===== config.mk =====
export PLATFORM = sky130hd
export DESIGN_NAME = ripple_count_capture
export DESIGN_NICKNAME = d
export VERILOG_FILES = /design/src/rtl/ripple_count_capture_pkg.sv /design/src/rtl/sync_chain.sv /design/src/rtl/ripple_count_capture.sv
export SDC_FILE = /design/constraint.sdc
export NUM_CORES = 1
export LEC_CHECK = 0
export ABC_AREA = 1
export CAP_MARGIN = 40
export CORE_AREA = 2 2 62 64
export CTS_CLUSTER_SIZE = 40
export DETAILED_ROUTE_END_ITERATION = 7
export DIE_AREA = 0 0 64 66
export PLACE_DENSITY = 0.7
export SYNTH_ARGS = -nofsm -noshare
export SYNTH_HDL_FRONTEND = slang
export SYNTH_SLANG_ARGS = --single-unit

===== constraint.sdc =====
create_clock -name clk -period 1.5 [get_ports clk]
set_input_delay 0.225 -clock clk [delete_from_list [all_inputs] [get_ports clk]]
set_output_delay 0.225 -clock clk [all_outputs]
set_load 0.005 [all_outputs]

===== src/rtl/ripple_count_capture_pkg.sv =====
// rtl/ripple_count_capture_pkg.sv - shared state encoding and default widths for the ripple counter capture block
package ripple_count_capture_pkg;

  typedef enum logic {
    ST_STABLE = 1'b0,
    ST_SETTLE = 1'b1
  } state_t;

  localparam int DEF_CNT_W         = 4;
  localparam int DEF_SYNC_STAGES   = 2;
  localparam int DEF_SETTLE_CYCLES = 3;
  localparam int DEF_WRAP_W        = 8;

endpackage


===== src/rtl/sync_chain.sv =====
// rtl/sync_chain.sv - per-bit multi-flop synchronizer; the first flop sees the raw asynchronous input
module sync_chain #(
  parameter int WIDTH  = 4,
  parameter int STAGES = 2
) (
  input  logic             clk,
  input  logic             reset,
  input  logic [WIDTH-1:0] d,
  output logic [WIDTH-1:0] q
);

  logic [WIDTH-1:0] stage_q [STAGES];

  always_ff @(posedge clk) begin
    if (reset) begin
      for (int i = 0; i < STAGES; i++) stage_q[i] <= '0;
    end else begin
      stage_q[0] <= d;
      for (int i = 1; i < STAGES; i++) stage_q[i] <= stage_q[i-1];
    end
  end

  assign q = stage_q[STAGES-1];

endmodule


===== src/rtl/ripple_count_capture.sv =====
// rtl/ripple_count_capture.sv - synchronizes a ripple counter, filters transients, commits settled counts and tracks wraps
module ripple_count_capture
  import ripple_count_capture_pkg::*;
#(
  parameter int CNT_W         = DEF_CNT_W,
  parameter int SYNC_STAGES   = DEF_SYNC_STAGES,
  parameter int SETTLE_CYCLES = DEF_SETTLE_CYCLES,
  parameter int WRAP_W        = DEF_WRAP_W
) (
  input  logic              clk,
  input  logic              reset,
  input  logic [CNT_W-1:0]  cnt_in,
  input  logic              clr,
  output logic [CNT_W-1:0]  stable_cnt,
  output logic              cnt_valid,
  output logic              wrap_pulse,
  output logic              skip_pulse,
  output logic [WRAP_W-1:0] wrap_count
);

  localparam int CTR_W = $clog2(SETTLE_CYCLES + 1);
  localparam logic [CTR_W-1:0] CTR_ONE  = CTR_W'(1);
  localparam logic [CTR_W-1:0] CTR_LAST = CTR_W'(SETTLE_CYCLES - 1);

  state_t           state_q, state_d;
  logic [CNT_W-1:0] s;
  logic [CNT_W-1:0] prev_q, prev_d;
  logic [CTR_W-1:0] ctr_q, ctr_d;
  logic             first_q;
  logic             commit;
  logic             is_wrap;
  logic [CNT_W-1:0] expected_next;

  sync_chain #(
    .WIDTH  (CNT_W),
    .STAGES (SYNC_STAGES)
  ) u_sync (
    .clk   (clk),
    .reset (reset),
    .d     (cnt_in),
    .q     (s)
  );

  always_ff @(posedge clk) begin
    if (reset) begin
      state_q <= ST_STABLE;
      prev_q  <= '0;
      ctr_q   <= '0;
    end else begin
      state_q <= state_d;
      prev_q  <= prev_d;
      ctr_q   <= ctr_d;
    end
  end

  // A run of SETTLE_CYCLES identical samples either commits or, if it matches the held value, abandons the glitch.
  always_comb begin
    state_d = state_q;
    prev_d  = prev_q;
    ctr_d   = ctr_q;
    commit  = 1'b0;
    case (state_q)
      ST_STABLE: begin
        if (s != stable_cnt) begin
          state_d = ST_SETTLE;
          prev_d  = s;
          ctr_d   = CTR_ONE;
        end
      end
      ST_SETTLE: begin
        if (s != prev_q) begin
          prev_d = s;
          ctr_d  = CTR_ONE;
        end else if (ctr_q < CTR_LAST) begin
          ctr_d = ctr_q + CTR_ONE;
        end else begin
          state_d = ST_STABLE;
          commit  = (s != stable_cnt);
        end
      end
      default: state_d = ST_STABLE;
    endcase
  end

  assign expected_next = stable_cnt + CNT_W'(1);
  assign is_wrap       = commit && (s < stable_cnt);

  always_ff @(posedge clk) begin
    if (reset) begin
      stable_cnt <= '0;
      cnt_valid  <= 1'b0;
      wrap_pulse <= 1'b0;
      skip_pulse <= 1'b0;
      first_q    <= 1'b1;
    end else begin
      cnt_valid  <= commit;
      wrap_pulse <= is_wrap;
      skip_pulse <= commit && !first_q && (s != expected_next);
      if (commit) begin
        stable_cnt <= s;
        first_q    <= 1'b0;
      end
    end
  end

  always_ff @(posedge clk) begin
    if (reset || clr) begin
      wrap_count <= '0;
    end else if (is_wrap && (wrap_count != {WRAP_W{1'b1}})) begin
      wrap_count <= wrap_count + WRAP_W'(1);
    end
  end

endmodule


==> results.toml, run 1 <==
[run_status]
outcome = "complete, but fails checks"
violations_in_the_final_reports = "setup timing"

[detailed_routing]
drt-pass1-iter-count = 4
average_wire_length_per_cell_after_detail_routing_um = 12.1
vias_cell = 4.59
drcViolationCount = 0
initial_drc_count = 51
postRouteWirelength_mm = 3.79
num_vias = 1433
ant_nets = 0

[synthesis]
synth_top_cells_by_area = "sky130_fd_sc_hd__dfxtp_1 (40%), sky130_fd_sc_hd__nand2_1 (10%), sky130_fd_sc_hd__inv_1 (9.2%)"
syn-num-nets = 226
combinational_family_with_the_most_area_after_synthesis = "simple AND/OR/NAND/NOR gates"
ys_seq_elements = 31
yosys_warns = 0
synth_area_leader_cell = "sky130_fd_sc_hd__dfxtp_1"
area_fraction_in_compound_gates_after_synthesis_pct = 10.4
synth_xor_xnor_area_share_pct = 3.39
post_synth_instance_area_um2 = 1550
syn-mean-instance-area_um2 = 7.28
yosys.cell_types.count = 28
synth-seq-area-share_pct = 40.0
synth.top_cell.area_share_pct = 40.0
yosys.area_share.adder_pct = 4.84
synth_simple_gate_area_share_pct = 29.8
yosys-mux-area-fraction_pct = 0
syn-instance-count = 213

[timing]
slew_violations = 0
grt_setup_unrepaired = "true"
finClkSkew_ns = 0.00814
hold_slack_ns = 0.391
hold_viol = 0
finalWorstPathRequiredPeriod_ns = 1.52
worst_slack_ns = -0.0204
clock.fmax_ghz = 0.658
max_slew.worst_pin.slew_ns = 0.561
setup-violations-final = 5
layout_worst_path_cycle_share_pct = 101
headroom_to_the_max_slew_limit_pct = 62.5

[min_path]
hold_path.startpoint = "cnt_in[2]"
hold_class = "input port to flip-flop"
min_path_cells = 3

[clock_network]
clk_sinks = 31
clk_transition_reported_paths_ns = 0.10
cts-buffers-inserted = 5
clock_latency_ns = 0.34
clock_tree.root_cell = "sky130_fd_sc_hd__clkbuf_4"
cts.hold.buffers_added = 0
h-tree-depth = 2
tritoncts_clock_tree = "built"
clock_path_buffers = 2

[power]
switching_power_total_w = 0.000576
clock_power_share_pct = 34.6
vdd.ir_drop.worst_v = 0.000656
pwr-share-comb_pct = 21.7
p_leak_nw = 1.07
cellPowerDensity_nw_per_um2 = 868
switching_share_pct = 28.4
cellInternalPower_w = 0.00145
power.share.sequential_pct = 43.7

[global_routing]
grt-ovfl-total = 0
antenna_violations_before_repair = 0
maximum_number_of_pins_on_one_net_before_global_route_repair = 13
grt_pass1_wl_mm = 6.00
first_global_vias = 1391
grtUsageTotal_pct = 18.8

[critical_path]
rr_worst_depth = 10
launching_element_of_the_worst_setup_path = "u_sync.stage_q[0][6]"
timing.reg2reg.setup_slack_ns = -0.02
worst-path-stages = 10
startpoint_type = "flip-flop"
crit_path_frequent_cell = "sky130_fd_sc_hd__nand2_1"
worst-path-buf-inv = 2
data_required_time_at_the_worst_endpoint_ns = 1.78
critical-path-slowest-cell = "sky130_fd_sc_hd__dfxtp_2"
crit_fanout = 7
timing.critical_path.slowest_cell_delay_ns = 0.36
critical_path.cell_chain = "buf_4, inv_4, nand2_1, nand2_2, nand3_2, nor2_4, nand4_4, nand2_1, nand2_1, nor2_1"
timing.critical_path.max_delay_family = "simple AND/OR/NAND/NOR gates"
crit_type = "flip-flop to flip-flop"
crit_path_end_kind = "flip-flop"
worstReg2RegStart = "u_sync.stage_q[0][6]"
worst_ep_arrival_time_ns = 1.80

[placed_design]
hpwlAfterDp_mm = 2.34
preCtsSetupSlack_ns = -0.0832
gp_routability_congestion = 0.789
buffer_ports.inserted = 21
placedInstanceArea_um2 = 1930

[layout]
final_design_area_no_fill_um2 = 2330
num_antenna_cells = 0
seq_area_um2 = 646
multi_input_area_um2 = 951
drive_above_1_share_pct = 38.3
finish.net_count = 276
layout-area-overhead-vs-synth_pct = 50.4
n_fill_cell = 304

[floorplanning]
die_height_um = 66
die-area_um2 = 4220
start_util_pct = 43.7
io_pins = 22
die_width_um = 64
core.rowCount = 22
core-area_um2 = 3550

[run]
cap_violations = 0
==> through the flow <==
step,utilization [%],setup TNS [ns],instances,power (W)
after floorplan,-,-0.0376,213,0.00112
after global placement,54.5,-0.140,293,0.00121
after detailed placement,54.5,-0.411,293,0.00121
after CTS,61.3,-0.0120,307,0.00197
after global routing,65.7,-1.26,312,0.00213
final,65.7,-0.0589,312,0.00202
==> logic make-up (layout without fill, tap and decap cells) <==
| logic type | count (synthesis) | count (layout) |
|---|---|---|
| AND/OR/NAND/NOR | 97 | 98 |
| buffers and inverters | 45 | 95 |
| flip-flops | 31 | 31 |
| AO/OA/AOI/OAI | 28 | 28 |
| adder cells (fa/ha/maj) | 6 | 6 |
| XOR/XNOR | 6 | 6 |
==> worst paths after layout <==
| check | end |
|---|---|
| max | wrap_count[1] |
| min | u_sync.stage_q[0][2] |
| max reg2reg | wrap_count[1] |
| min reg2reg | u_sync.stage_q[0][7] |
==> metal layers <==
layer	vias up	wire length (um)	GRT usage [%]
li1	755	-	-
met1	645	1610	20.8
met2	29	1970	32.7
met3	4	152	5.79
met4	0	55	8.70
met5	-	0	0
==> synthesized netlist by cell type <==
cell type / count
sky130_fd_sc_hd__a21boi_0: 1
sky130_fd_sc_hd__a21boi_4: 1
sky130_fd_sc_hd__a21oi_1: 13
sky130_fd_sc_hd__buf_4: 1
sky130_fd_sc_hd__buf_6: 1
sky130_fd_sc_hd__clkbuf_1: 2
sky130_fd_sc_hd__dfxtp_1: 31
sky130_fd_sc_hd__ha_1: 6
sky130_fd_sc_hd__inv_1: 38
sky130_fd_sc_hd__inv_2: 3
sky130_fd_sc_hd__nand2_1: 43
sky130_fd_sc_hd__nand2_2: 3
sky130_fd_sc_hd__nand3_1: 6
sky130_fd_sc_hd__nand3_4: 1
sky130_fd_sc_hd__nand4_1: 4
sky130_fd_sc_hd__nand4_4: 1
sky130_fd_sc_hd__nor2_1: 30
sky130_fd_sc_hd__nor2_2: 3
sky130_fd_sc_hd__nor2_4: 1
sky130_fd_sc_hd__nor2_8: 1
sky130_fd_sc_hd__nor3_1: 3
sky130_fd_sc_hd__nor3_2: 1
sky130_fd_sc_hd__o21a_1: 1
sky130_fd_sc_hd__o21ai_0: 9
sky130_fd_sc_hd__o21ai_1: 2
sky130_fd_sc_hd__o21bai_1: 1
sky130_fd_sc_hd__xnor2_1: 3
sky130_fd_sc_hd__xor2_1: 3
==> power groups by stage <==
stage          logic [W]  clock network, W  registers [W]
6_report        0.000440          0.000700       0.000885
5_1_grt         0.000481          0.000754       0.000892
4_1_cts         0.000367          0.000713       0.000886
3_5_place_dp    0.000310                 0       0.000905
3_3_place_gp    0.000307                 0       0.000903
2_1_floorplan   0.000217                 0       0.000902
==> worst register-to-register path: stages, from the launching register on <==
cell and delay (ns):
sky130_fd_sc_hd__dfxtp_2 0.36, sky130_fd_sc_hd__buf_4 0.16, sky130_fd_sc_hd__inv_4 0.07, sky130_fd_sc_hd__nand2_1 0.07, sky130_fd_sc_hd__nand2_2 0.11, sky130_fd_sc_hd__nand3_2 0.11, sky130_fd_sc_hd__nor2_4 0.18, sky130_fd_sc_hd__nand4_4 0.16
sky130_fd_sc_hd__nand2_1 0.10, sky130_fd_sc_hd__nand2_1 0.05, sky130_fd_sc_hd__nor2_1 0.09
==> cell usage in the layout (no fill, tap or decap), types with 2 or more instances in the layout <==
cell,count
sky130_fd_sc_hd__inv_1,33
sky130_fd_sc_hd__a21oi_1,10
sky130_fd_sc_hd__dfxtp_2,11
sky130_fd_sc_hd__ha_1,2
sky130_fd_sc_hd__xnor2_1,3
sky130_fd_sc_hd__nor2_2,2
sky130_fd_sc_hd__a21oi_2,2
sky130_fd_sc_hd__dfxtp_4,3
sky130_fd_sc_hd__nor2_4,6
sky130_fd_sc_hd__buf_4,16
sky130_fd_sc_hd__nand3_2,2
sky130_fd_sc_hd__nand2_4,4
sky130_fd_sc_hd__clkdlybuf4s50_1,17
sky130_fd_sc_hd__buf_6,9
sky130_fd_sc_hd__nand4_1,4
sky130_fd_sc_hd__dlygate4sd2_1,4
sky130_fd_sc_hd__xor2_1,3
sky130_fd_sc_hd__nand2_2,13
sky130_fd_sc_hd__nor3_2,2
sky130_fd_sc_hd__nand2_1,29
sky130_fd_sc_hd__nor3_1,2
sky130_fd_sc_hd__o21ai_1,6
sky130_fd_sc_hd__ha_4,4
sky130_fd_sc_hd__dfxtp_1,17
sky130_fd_sc_hd__nand3_1,4
sky130_fd_sc_hd__o21ai_2,4
sky130_fd_sc_hd__inv_2,5
sky130_fd_sc_hd__inv_4,2
sky130_fd_sc_hd__clkbuf_4,5
sky130_fd_sc_hd__nor2_1,27
==> layout make-up <==
class | instances | share of cell area [%]
Multi-Input combinational cell | 138 | 40.8
Sequential cell | 31 | 27.7
Timing Repair Buffer | 46 | 18.3
Inverter | 41 | 7.02
Tap cell | 48 | 2.57
Clock buffer | 6 | 2.20
Clock inverter | 2 | 1.50
==> registers in the layout (all words and copies together) (netlist names) <==
register,cells
u_sync.stage_q,8
wrap_count,8
prev_q,4
stable_cnt,4
ctr_q,2
cnt_valid,1
first_q,1
skip_pulse,1
state_q,1
wrap_pulse,1
==> timing repair <==
| action | CTS | global route |
|---|---|---|
| endpoints found under the setup margin | 24 | 24 |
| resized for setup | 33 | 48 |
| pin swaps | 9 | 20 |
| gates cloned | 1 | 0 |
| buffers inserted | 6 | 5 |
Note: power is estimated with default switching activity, not from simulation.
==> inputs of run 2 (changes only) <==
--- a/config.mk
+++ b/config.mk
@@ -6,12 +6,12 @@
 export NUM_CORES = 1
 export LEC_CHECK = 0
 export ABC_AREA = 1
-export CAP_MARGIN = 40
+export CAP_MARGIN = 20
 export CORE_AREA = 2 2 62 64
-export CTS_CLUSTER_SIZE = 40
 export DETAILED_ROUTE_END_ITERATION = 7
 export DIE_AREA = 0 0 64 66
 export PLACE_DENSITY = 0.7
+export SLEW_MARGIN = 20
 export SYNTH_ARGS = -nofsm -noshare
 export SYNTH_HDL_FRONTEND = slang
 export SYNTH_SLANG_ARGS = --single-unit
==> results of run 2 <==
Same layout as run 1: the final DEF is identical, and so are final timing and power.
